**src/rtl/cpu_pipe_pkg.sv**
```systemverilog
// Shared pipeline definitions: control-bundle layout, field widths and the
// ID/EX flush-pending state encoding.
package cpu_pipe_pkg;

    localparam int CTRL_W  = 7;
    localparam int FUNCT_W = 10;
    localparam int REG_AW  = 5;

    // Bit positions inside the {RegWrite,MemtoReg,MemRead,MemWrite,ALUOp[1:0],ALUSrc} bundle
    localparam int CTRL_REGWRITE = 6;
    localparam int CTRL_MEMTOREG = 5;
    localparam int CTRL_MEMREAD  = 4;
    localparam int CTRL_MEMWRITE = 3;
    localparam int CTRL_ALUOP_HI = 2;
    localparam int CTRL_ALUOP_LO = 1;
    localparam int CTRL_ALUSRC   = 0;

    typedef struct packed {
        logic       reg_write;
        logic       mem_to_reg;
        logic       mem_read;
        logic       mem_write;
        logic [1:0] alu_op;
        logic       alu_src;
    } ctrl_t;

    localparam logic [0:0] FP_IDLE = 1'b0;
    localparam logic [0:0] FP_PEND = 1'b1;

endpackage

```
**src/rtl/pipe_event_counter.sv**
```systemverilog
// Saturating event counter with synchronous active-low clear; sticks at all-ones.
module pipe_event_counter #(
    parameter int CNT_W = 32
) (
    input  logic             clk_i,
    input  logic             clr_n_i,
    input  logic             inc_i,
    output logic [CNT_W-1:0] count_o
);

    localparam logic [CNT_W-1:0] ONE = {{(CNT_W-1){1'b0}}, 1'b1};

    always_ff @(posedge clk_i) begin
        if (!clr_n_i) begin
            count_o <= '0;
        end else if (inc_i && (count_o != '1)) begin
            count_o <= count_o + ONE;
        end
    end

endmodule

```
**src/rtl/id_ex_pipe_reg.sv**
```systemverilog
// ID/EX pipeline register with load-use bubbles, branch flush and memory-busy hold.
// Define ID_EX_PERF_CNT_EN to build the bubble/hold performance counters.
module id_ex_pipe_reg #(
    parameter int XLEN   = 32,
    parameter int REG_AW = 5,
    parameter int CNT_W  = 32
) (
    input  logic              clk_i,
    input  logic              rst_i,
    input  logic              Stall_i,
    input  logic              NoOp_i,
    input  logic              Flush_i,
    input  logic [6:0]        ID_Ctrl_i,
    input  logic [XLEN-1:0]   ID_PC_i,
    input  logic [XLEN-1:0]   ID_RS1data_i,
    input  logic [XLEN-1:0]   ID_RS2data_i,
    input  logic [XLEN-1:0]   ID_Imm_i,
    input  logic [9:0]        ID_Funct_i,
    input  logic [REG_AW-1:0] ID_RS1addr_i,
    input  logic [REG_AW-1:0] ID_RS2addr_i,
    input  logic [REG_AW-1:0] ID_RDaddr_i,
    output logic              EX_Valid_o,
    output logic [6:0]        EX_Ctrl_o,
    output logic              EX_RegWrite_o,
    output logic              EX_MemtoReg_o,
    output logic              EX_MemRead_o,
    output logic              EX_MemWrite_o,
    output logic [1:0]        EX_ALUOp_o,
    output logic              EX_ALUSrc_o,
    output logic [XLEN-1:0]   EX_PC_o,
    output logic [XLEN-1:0]   EX_RS1data_o,
    output logic [XLEN-1:0]   EX_RS2data_o,
    output logic [XLEN-1:0]   EX_Imm_o,
    output logic [9:0]        EX_Funct_o,
    output logic [REG_AW-1:0] EX_RS1addr_o,
    output logic [REG_AW-1:0] EX_RS2addr_o,
    output logic [REG_AW-1:0] EX_RDaddr_o,
    output logic [CNT_W-1:0]  Bubble_cnt_o,
    output logic [CNT_W-1:0]  Hold_cnt_o,
    output logic              Flush_pend_o
);

    import cpu_pipe_pkg::*;

    ctrl_t      ctrl_q;
    logic [0:0] flush_pend_q;
    logic       bubble_load;

    // A flush seen during a hold is remembered and turns the first free edge into a bubble.
    assign bubble_load = !Stall_i && (Flush_i || NoOp_i || (flush_pend_q == FP_PEND));

    always_ff @(posedge clk_i) begin
        if (!rst_i) begin
            EX_Valid_o   <= 1'b0;
            ctrl_q       <= '0;
            EX_PC_o      <= '0;
            EX_RS1data_o <= '0;
            EX_RS2data_o <= '0;
            EX_Imm_o     <= '0;
            EX_Funct_o   <= '0;
            EX_RS1addr_o <= '0;
            EX_RS2addr_o <= '0;
            EX_RDaddr_o  <= '0;
            flush_pend_q <= FP_IDLE;
        end else if (Stall_i) begin
            if (Flush_i) begin
                flush_pend_q <= FP_PEND;
            end
        end else if (bubble_load) begin
            // rd=0 on a bubble keeps forwarding from ever matching it
            EX_Valid_o   <= 1'b0;
            ctrl_q       <= '0;
            EX_PC_o      <= '0;
            EX_RS1data_o <= '0;
            EX_RS2data_o <= '0;
            EX_Imm_o     <= '0;
            EX_Funct_o   <= '0;
            EX_RS1addr_o <= '0;
            EX_RS2addr_o <= '0;
            EX_RDaddr_o  <= '0;
            flush_pend_q <= FP_IDLE;
        end else begin
            EX_Valid_o   <= 1'b1;
            ctrl_q       <= ID_Ctrl_i;
            EX_PC_o      <= ID_PC_i;
            EX_RS1data_o <= ID_RS1data_i;
            EX_RS2data_o <= ID_RS2data_i;
            EX_Imm_o     <= ID_Imm_i;
            EX_Funct_o   <= ID_Funct_i;
            EX_RS1addr_o <= ID_RS1addr_i;
            EX_RS2addr_o <= ID_RS2addr_i;
            EX_RDaddr_o  <= ID_RDaddr_i;
            flush_pend_q <= FP_IDLE;
        end
    end

    assign EX_Ctrl_o     = ctrl_q;
    assign EX_RegWrite_o = EX_Ctrl_o[CTRL_REGWRITE];
    assign EX_MemtoReg_o = EX_Ctrl_o[CTRL_MEMTOREG];
    assign EX_MemRead_o  = EX_Ctrl_o[CTRL_MEMREAD];
    assign EX_MemWrite_o = EX_Ctrl_o[CTRL_MEMWRITE];
    assign EX_ALUOp_o    = EX_Ctrl_o[CTRL_ALUOP_HI:CTRL_ALUOP_LO];
    assign EX_ALUSrc_o   = EX_Ctrl_o[CTRL_ALUSRC];
    assign Flush_pend_o  = flush_pend_q[0];

`ifdef ID_EX_PERF_CNT_EN
    pipe_event_counter #(.CNT_W(CNT_W)) u_bubble_cnt (
        .clk_i   (clk_i),
        .clr_n_i (rst_i),
        .inc_i   (bubble_load),
        .count_o (Bubble_cnt_o)
    );

    pipe_event_counter #(.CNT_W(CNT_W)) u_hold_cnt (
        .clk_i   (clk_i),
        .clr_n_i (rst_i),
        .inc_i   (Stall_i),
        .count_o (Hold_cnt_o)
    );
`else
    assign Bubble_cnt_o = '0;
    assign Hold_cnt_o   = '0;
`endif

endmodule

```
**config.mk**
```make
export PLATFORM = sky130hd
export DESIGN_NAME = id_ex_pipe_reg
export DESIGN_NICKNAME = d
export VERILOG_FILES = /design/src/rtl/cpu_pipe_pkg.sv /design/src/rtl/pipe_event_counter.sv /design/src/rtl/id_ex_pipe_reg.sv
export SDC_FILE = /design/constraint.sdc
export NUM_CORES = 1
export LEC_CHECK = 0
export ABC_AREA = 0
export BUFFER_PORTS_ARGS = -buffer_cell sky130_fd_sc_hd__buf_2
export CORE_AREA = 2 2 155 157
export CTS_CLUSTER_SIZE = 14
export DETAILED_ROUTE_END_ITERATION = 7
export DIE_AREA = 0 0 157 159
export PLACE_DENSITY = 0.63
export SLEW_MARGIN = 25
export SYNTH_ARGS = -nofsm -noshare
export SYNTH_HDL_FRONTEND = slang
export SYNTH_HIERARCHICAL = 1
export SYNTH_SLANG_ARGS = --single-unit
```
**constraint.sdc**
```tcl
create_clock -name clk_i -period 1.9 [get_ports clk_i]
set_input_delay 0.38 -clock clk_i [delete_from_list [all_inputs] [get_ports clk_i]]
set_output_delay 0.38 -clock clk_i [all_outputs]
set_load 0.01 [all_outputs]
```
* Word-level counts from Yosys, hierarchy flattened
Cells that the tools add are included.
** Operators by class
- Multiplexer cells :: 10
- Reductions and logical operators :: 5
** Operators with widths (number)
- $mux W32 :: 4
- $mux W5 :: 3
- $mux W10 :: 1
- $mux W7 :: 1
- $logic_or A1 B1 Y1 :: 2
- $reduce_and A2 Y1 :: 1
- $logic_and A1 B1 Y1 :: 1
- $logic_not A1 Y1 :: 1
- $mux W1 :: 1
** Storage, ports and cells
- Logic and storage cells :: 31
- Input bits :: 165
- Output and inout port bits :: 233
- Bits in registers :: 162

* Logic depth before layout (Yosys ltp)
Gate-level depths: netlist (run 1).
- Depth in word-level cells :: 4
- Depth in mapped cells :: 6
- Mapped depth without buffers :: 2

* Worst setup path before layout (run 1)
OpenSTA, ideal clock, no wires.
- Kind :: input-to-reg
- Start :: in Stall_i
- End :: reg ctrl_q (netlist bit EX_ALUOp_o[1])
- Library setup time :: 0.087 ns
- Stages on the path :: 5
- Arrival time :: 1.363 ns
- Buffers on the path :: 3
- Slack :: 0.450 ns
- Required time :: 1.813 ns
- Cells stage by stage :: buf_2 > or2_2 > buf_2 > clkbuf_1 > o31ai_1
** Between the ends
- Word-level cells in the longest chain between the ends :: 3
** Ends and longest elaborated chain
- from (decl) :: line id_ex_pipe_reg.sv:10 : input logic Stall_i,
- $logic_not A1 Y1 :: line id_ex_pipe_reg.sv:50 : assign bubble_load = !Stall_i && (Flush_i || NoOp_i || (flush_pend_q == FP_PEND));
- $logic_and A1 B1 Y1 :: line id_ex_pipe_reg.sv:50
- $mux W7 :: line id_ex_pipe_reg.sv:69 : end else if (bubble_load) begin
- to (signal assigned) :: line id_ex_pipe_reg.sv:84 : ctrl_q <= ID_Ctrl_i;
- to (decl) :: line id_ex_pipe_reg.sv:45 : ctrl_t ctrl_q;
Several ways; a longest one is shown, not always the timed one.
A chain may end at the register's enable or synchronous reset.

* Worst setup path in the final report (run 1)
- Start :: reg flush_pend_q, in the netlist Flush_pend_o
- End :: reg EX_RS2data_o[25]
** Between the ends
- Word-level cells in the longest chain between the ends :: 3
** Ends and longest elaborated chain
- from (decl) :: line id_ex_pipe_reg.sv:46 : logic [0:0] flush_pend_q;
- from (signal assigned) :: line id_ex_pipe_reg.sv:64 : flush_pend_q <= FP_IDLE;
- from (signal assigned) :: line id_ex_pipe_reg.sv:67 : flush_pend_q <= FP_PEND;
- from (signal assigned) :: line id_ex_pipe_reg.sv:81 : flush_pend_q <= FP_IDLE;
- $logic_or A1 B1 Y1 :: line id_ex_pipe_reg.sv:50
- $logic_and A1 B1 Y1 :: line id_ex_pipe_reg.sv:50
- $mux W32 :: line id_ex_pipe_reg.sv:69
- to (signal assigned) :: line id_ex_pipe_reg.sv:87 : EX_RS2data_o <= ID_RS2data_i;
- to (decl) :: line id_ex_pipe_reg.sv:32 : output logic [XLEN-1:0] EX_RS2data_o,
Every way passes these cells.

==> results.yml, run 1 <==
sta:
  tightest_slew_ns: 0.600
  rsz0062_at_grt: "false"
  slew-limit-headroom_pct: 60.0
  setup_viol: 0
  max_freq_mhz: 708
  finalHoldViolations: 0
  hold_ws_ns: 0.191
  finalSetupTns_ns: 0
  min_period_ns: 1.41
  skew_ns: 0.00903
  drv_slew: 0
  fin_crit_sh_pct: 74.3
power:
  sw_frac_of_total_pct: 24.8
  switchingPower_mw: 1.96
  combPwrFrac_pct: 8.5
  ir_drop_mv: 0.533
  clkPwrFrac_pct: 47.0
  p_leak_nw: 3.88
  power.density_nw_per_um2: 964
  p_int_mw: 5.95
  p_seq_share_pct: 44.4
cts:
  ctsHoldBuffers: 0
  cts_max_level: 4
  numCtsBuffers: 17
  cts_tree: "done"
  ctsResizeCount: 0
  root_buffer: "clkbuf_16"
  post_cts_buffers: 0
  clockBufferDepth: 2
  clk_latency_ns: 0.41
  clkTransAtPathRegs_ns: 0.07
  clock_sinks: 162
worst_hold_path:
  hold_class: "in -> reg"
logic_synthesis:
  synth-seq-cells: 162
  synth_top_cell_by_area: "dfxtp_1"
  synth-compound-area-share_pct: 26.5
  syn-cell-area_um2: 5840
  ys_seq_area_share_pct: 55.5
  yosys-top-cells-count: "dfxtp_1 (162), a32o_1 (134), buf_4 (71), clkbuf_1 (41)"
  synth_area_leaders: "dfxtp_1 (56%), a32o_1 (23%), buf_4 (9.1%)"
  synthCells: 511
  avgSynthCellArea_um2: 11.4
  yosys.area_share.xor_xnor_pct: 0
  synthArstFlopShare_pct: 0
  yosys.area_share.simple_pct: 4.69
  synth_top_family_by_area: "compound AO/OA/AOI/OAI gates"
  yosysWarnings: 6
  yosysTopAreaCellShare_pct: 55.5
  synth-edff-count: 0
  ys.flop_type: "dfxtp_1"
  yosys-mux-area-fraction_pct: 0
  synth_most_common_cell: "dfxtp_1"
  synth.distinct_cells: 14
  synth_fa_ha_area_share_pct: 0
route:
  drtAntennaViolNets: 0
  first_pass_iters: 4
  drt_iter0_drc: 356
  viasPerCell: 4.52
  drc: 0
  wirelength_um: 17300
  via_count: 5150
  wl_per_cell_um: 15.2
grt:
  track_usage_pct: 13.3
  grt_pass1_vias: 4929
  antenna_found_initial: 0
  grt_overflow: 0
  grt_start_max_net_pins: 94
  grt_pass1_wl_um: 26200
critical_path:
  path_max_fanout: 32
  ff2ff_setup_slack_ns: 0.49
  crit_required_ns: 2.27
  startpoint_type: "flip-flop"
  worstPathArrival_ns: 1.78
  crit_path_end_kind: "flip-flop"
  critPathKind: "reg -> reg"
die:
  die_h_um: 159
  top_level_ports: 398
  start_util_pct: 25.2
  die_w_um: 157
  rows: 56
  core-area_um2: 23200
  die_area_um2: 25000
layout:
  nets: 973
  area_growth_pct: 40.4
  diodes: 0
  drive_above_1_share_pct: 46.4
placement:
  dp_hpwl_um: 11900
  gp_congestion: 0.742
  io_buffers: 333
status:
  status: "finished, final reports clean"
flow_run:
  drv_cap: 0
final timing paths:
path | start | to | cells after the start
max | Flush_pend_o | EX_RS2data_o[25] | 4
min | ID_RS2data_i[4] | EX_RS2data_o[4] | 2
max reg2reg | Flush_pend_o | EX_RS2data_o[25] | 4
min reg2reg | EX_RS2data_o[26] | EX_RS2data_o[26] | 1
worst max-delay path, cell delays in order (launching register included):
cell     delay [ns]
dfxtp_1        0.34
nor4_4         0.37
buf_4          0.24
buf_12         0.19
a32o_1         0.19
cell families after synthesis:
logic type	count (synthesis)
AO/OA/AOI/OAI	161
AND/OR/NAND/NOR	57
buffers and inverters	130
flip-flops	162
other	1
stage by stage:
| step | std cells | util [%] | setup slack (ns) | area, um^2 | total power [mW] |
|---|---|---|---|---|---|
| after global routing | 1140 | 35.3 | 0.400 | 8200 | 8.25 |
| after global placement | 1108 | 32.6 | 0.283 | 7550 | 4.26 |
| final | 1140 | 35.3 | 0.488 | 8200 | 7.91 |
| after detailed placement | 1108 | 32.6 | 0.256 | 7550 | 4.27 |
| after floorplan | 574 | - | 0.450 | 6080 | 4.02 |
| after CTS | 1140 | 35.3 | 0.465 | 8200 | 8.04 |
sequential cells by signal, indices dropped and copies added (netlist names), 2 cells and up:
| name | count |
|---|---|
| EX_RS1data_o | 32 |
| EX_Imm_o | 32 |
| EX_RDaddr_o | 5 |
| EX_PC_o | 32 |
| EX_RS2data_o | 32 |
| EX_RS1addr_o | 5 |
| EX_ALUOp_o | 2 |
| EX_RS2addr_o | 5 |
| EX_Funct_o | 10 |
layer usage:
metal	vias to the layer above	routed length, um	global-route usage (%)
li1	2439	-	-
met1	2465	6930	15.3
met2	233	8790	22.9
met3	13	1390	4.49
met4	0	209	4.30
met5	-	0	0
cell usage in the layout, fill, tap and decap left out, types with 3 or more instances in the layout:
| cell | count |
|---|---|
| a32o_1 | 134 |
| buf_12 | 7 |
| buf_2 | 332 |
| buf_4 | 5 |
| bufinv_16 | 3 |
| clkbuf_16 | 17 |
| clkinv_4 | 4 |
| conb_1 | 64 |
| dfxtp_1 | 162 |
| inv_6 | 3 |
| nand2_1 | 26 |
| nand3_1 | 26 |
| o31ai_1 | 26 |
power groups by stage:
stage | sequential (mW) | clock, mW | combinational [mW]
4_1_cts | 3.51 | 3.85 | 0.680
3_5_place_dp | 3.59 | 0 | 0.679
6_report | 3.51 | 3.72 | 0.676
5_1_grt | 3.52 | 3.98 | 0.738
3_3_place_gp | 3.59 | 0 | 0.675
2_1_floorplan | 3.63 | 0 | 0.395
cell type report:
| type | instances | area [um^2] |
|---|---|---|
| clock buffers | 19 | 453 |
| repair buffers | 345 | 1850 |
| clock inverters | 13 | 190 |
| well taps | 319 | 399 |
| multi-input cells | 282 | 2060 |
| fillers | 2375 | 15000 |
| flip-flops and latches | 162 | 3240 |
No activity file was read; power rests on OpenSTA's default activity.
==> inputs of run 2 (changes only) <==
Clock period 1.9 ns to 1.3 ns, I/O delays scaled along.
==> run 2 against run 1 <==
  * Register-to-register slack lost 0.40 ns
  * Critical path type is now reg -> out
  * Combinational power grew 52%
  * Sequential cell count is the same
  * Via count grew 1.7%
  * Largest cell class unchanged
  * Cell count grew 1.1%
  * Highest routed layer unchanged
  * Core utilization grew 0.49 points
  * Critical endpoint is now EX_Funct_o[3]
  * Sequential share of layout area shrank 0.53 points
==> results.yml, run 2 (synthesis gave the netlist of run 1 again) <==
grt:
  grt_busiest_layer: "met2"
  grt_pass1_wl_um: 25400
  grt_pass1_vias: 4847
  grt_overflow: 0
  track_usage_pct: 12.8
  grt_use_met2_pct: 21.5
  antenna_found_initial: 0
  met1_usage_pct: 14.8
  grt_start_max_net_pins: 79
  grt.met3_usage_pct: 5.01
layout:
  nFillCells: 2391
  final_cell_mix: "buf_2 (332), dfxtp_1 (161), a32o_1 (134)"
  nets: 987
  diodes: 0
  stdcell_count: 1152
  area_growth_pct: 42.3
  finalInstanceArea_um2: 8310
  drive_above_1_share_pct: 47.3
  final_common_cell: "buf_2"
  final_util_pct: 35.8
cts:
  clockBufferDepth: 2
  ctsHoldBuffers: 0
  numCtsBuffers: 17
  root_buffer: "clkbuf_16"
  clock_sinks: 162
  cts_tree: "done"
  cts_max_level: 4
  post_cts_buffers: 0
  clk_latency_ns: 0.42
  clkTransAtPathRegs_ns: 0.07
  ctsResizeCount: 0
sta:
  setup_viol: 0
  min_period_ns: 1.22
  drv_slew: 0
  finalHoldViolations: 0
  hold_ws_ns: 0.0756
  skew_ns: 0.0120
  fin_crit_sh_pct: 93.9
  rsz0062_at_grt: "false"
  setup_ws_ns: 0.0791
  max_freq_mhz: 819
die:
  top_level_ports: 398
  core-area_um2: 23200
  start_util_pct: 25.2
  die_w_um: 157
  die_h_um: 159
  die_area_um2: 25000
  rows: 56
route:
  drtAntennaViolNets: 0
  wirelength_um: 16900
  viasPerCell: 4.55
  first_pass_iters: 4
  drt_iter0_drc: 379
  via_count: 5238
  wl_per_cell_um: 14.7
  drc: 0
worst_hold_path:
  holdPathStages: 2
  holdPathEnd: "EX_Imm_o[16]"
  hp-start: "ID_Imm_i[16]"
  hold_class: "in -> reg"
critical_path:
  cp_num_cells: 1
  worst-path-buf-inv: 1
  worstReg2RegEnd: "EX_PC_o[17]"
  ff2ff_setup_slack_ns: 0.09
  path_max_fanout: 2
  critPathSlowestCell: "dfxtp_1"
  worst_path_largest_cell_delay_ns: 0.39
  crit_required_ns: 1.04
  crit_path_end_kind: "output pin"
  critPathKind: "reg -> out"
  path_delay_family: "flip-flops"
  startpoint_type: "flip-flop"
  r2r-start: "Flush_pend_o"
  reg2regPathDepth: 3
  worstPathArrival_ns: 0.96
  path_cells: "buf_2"
flow_run:
  drv_cap: 0
power:
  p_seq_share_pct: 45.3
  switchingPower_mw: 2.76
  ir_drop_mv: 0.638
  p_int_mw: 8.57
  p_leak_nw: 3.93
  clkPwrFrac_pct: 45.5
  power.density_nw_per_um2: 1360
  combPwrFrac_pct: 9.1
  sw_frac_of_total_pct: 24.3
placement:
  placed_area_um2: 7710
  io_buffers: 333
  placedCellCount: 1122
  place_ws_ns: -0.104
  dp_hpwl_um: 12200
  gp_congestion: 0.748
status:
  status: "finished, final reports clean"
==> run 2: through the flow <==
step | TNS, ns | total power [mW]
after detailed placement | -8.54 | 6.29
after floorplan | 0 | 5.89
final | 0 | 11.3
after CTS | 0 | 11.5
after global routing | 0 | 11.8
after global placement | -8.34 | 6.28
==> run 2: cell type report <==
cell class | instances | area (um^2) | share of cell area, %
Clock buffer | 17 | 425 | 5.12
Clock inverter | 13 | 175 | 2.11
Multi-Input combinational cell | 282 | 2060 | 24.8
Sequential cell | 162 | 3240 | 39.0
Tap cell | 319 | 399 | 4.80
Timing Repair Buffer | 359 | 2010 | 24.1
==> run 2: how the worst max path moves through the flow <==
| stage | start | end | slack (ns) |
|---|---|---|---|
| 4_1_cts | Flush_pend_o | Flush_pend_o | 0.01 |
| 6_report | EX_Funct_o[3] | EX_Funct_o[3] | 0.08 |
| 5_1_grt | EX_Funct_o[3] | EX_Funct_o[3] | 0.04 |
| 3_3_place_gp | Stall_i | EX_RS1data_o[1] | -0.09 |
| 2_1_floorplan | Stall_i | EX_Funct_o[9] | 0.0002 |
| 3_5_place_dp | Stall_i | EX_RS1data_o[1] | -0.10 |
==> run 2: per-layer routing <==
layer | wire (um) | vias up
met1 | 6690 | 2494
met5 | 0 | -
li1 | - | 2476
met3 | 1540 | 22
met4 | 316 | 0
met2 | 8330 | 246
==> run 2: power groups by stage <==
stage / clock, mW / sequential [mW] / combinational [mW]
final: 5.16 / 5.14 / 1.03
after global routing: 5.54 / 5.15 / 1.12
after CTS: 5.34 / 5.14 / 1.04
after detailed placement: 0 / 5.25 / 1.04
after global placement: 0 / 5.25 / 1.03
after floorplan: 0 / 5.31 / 0.589
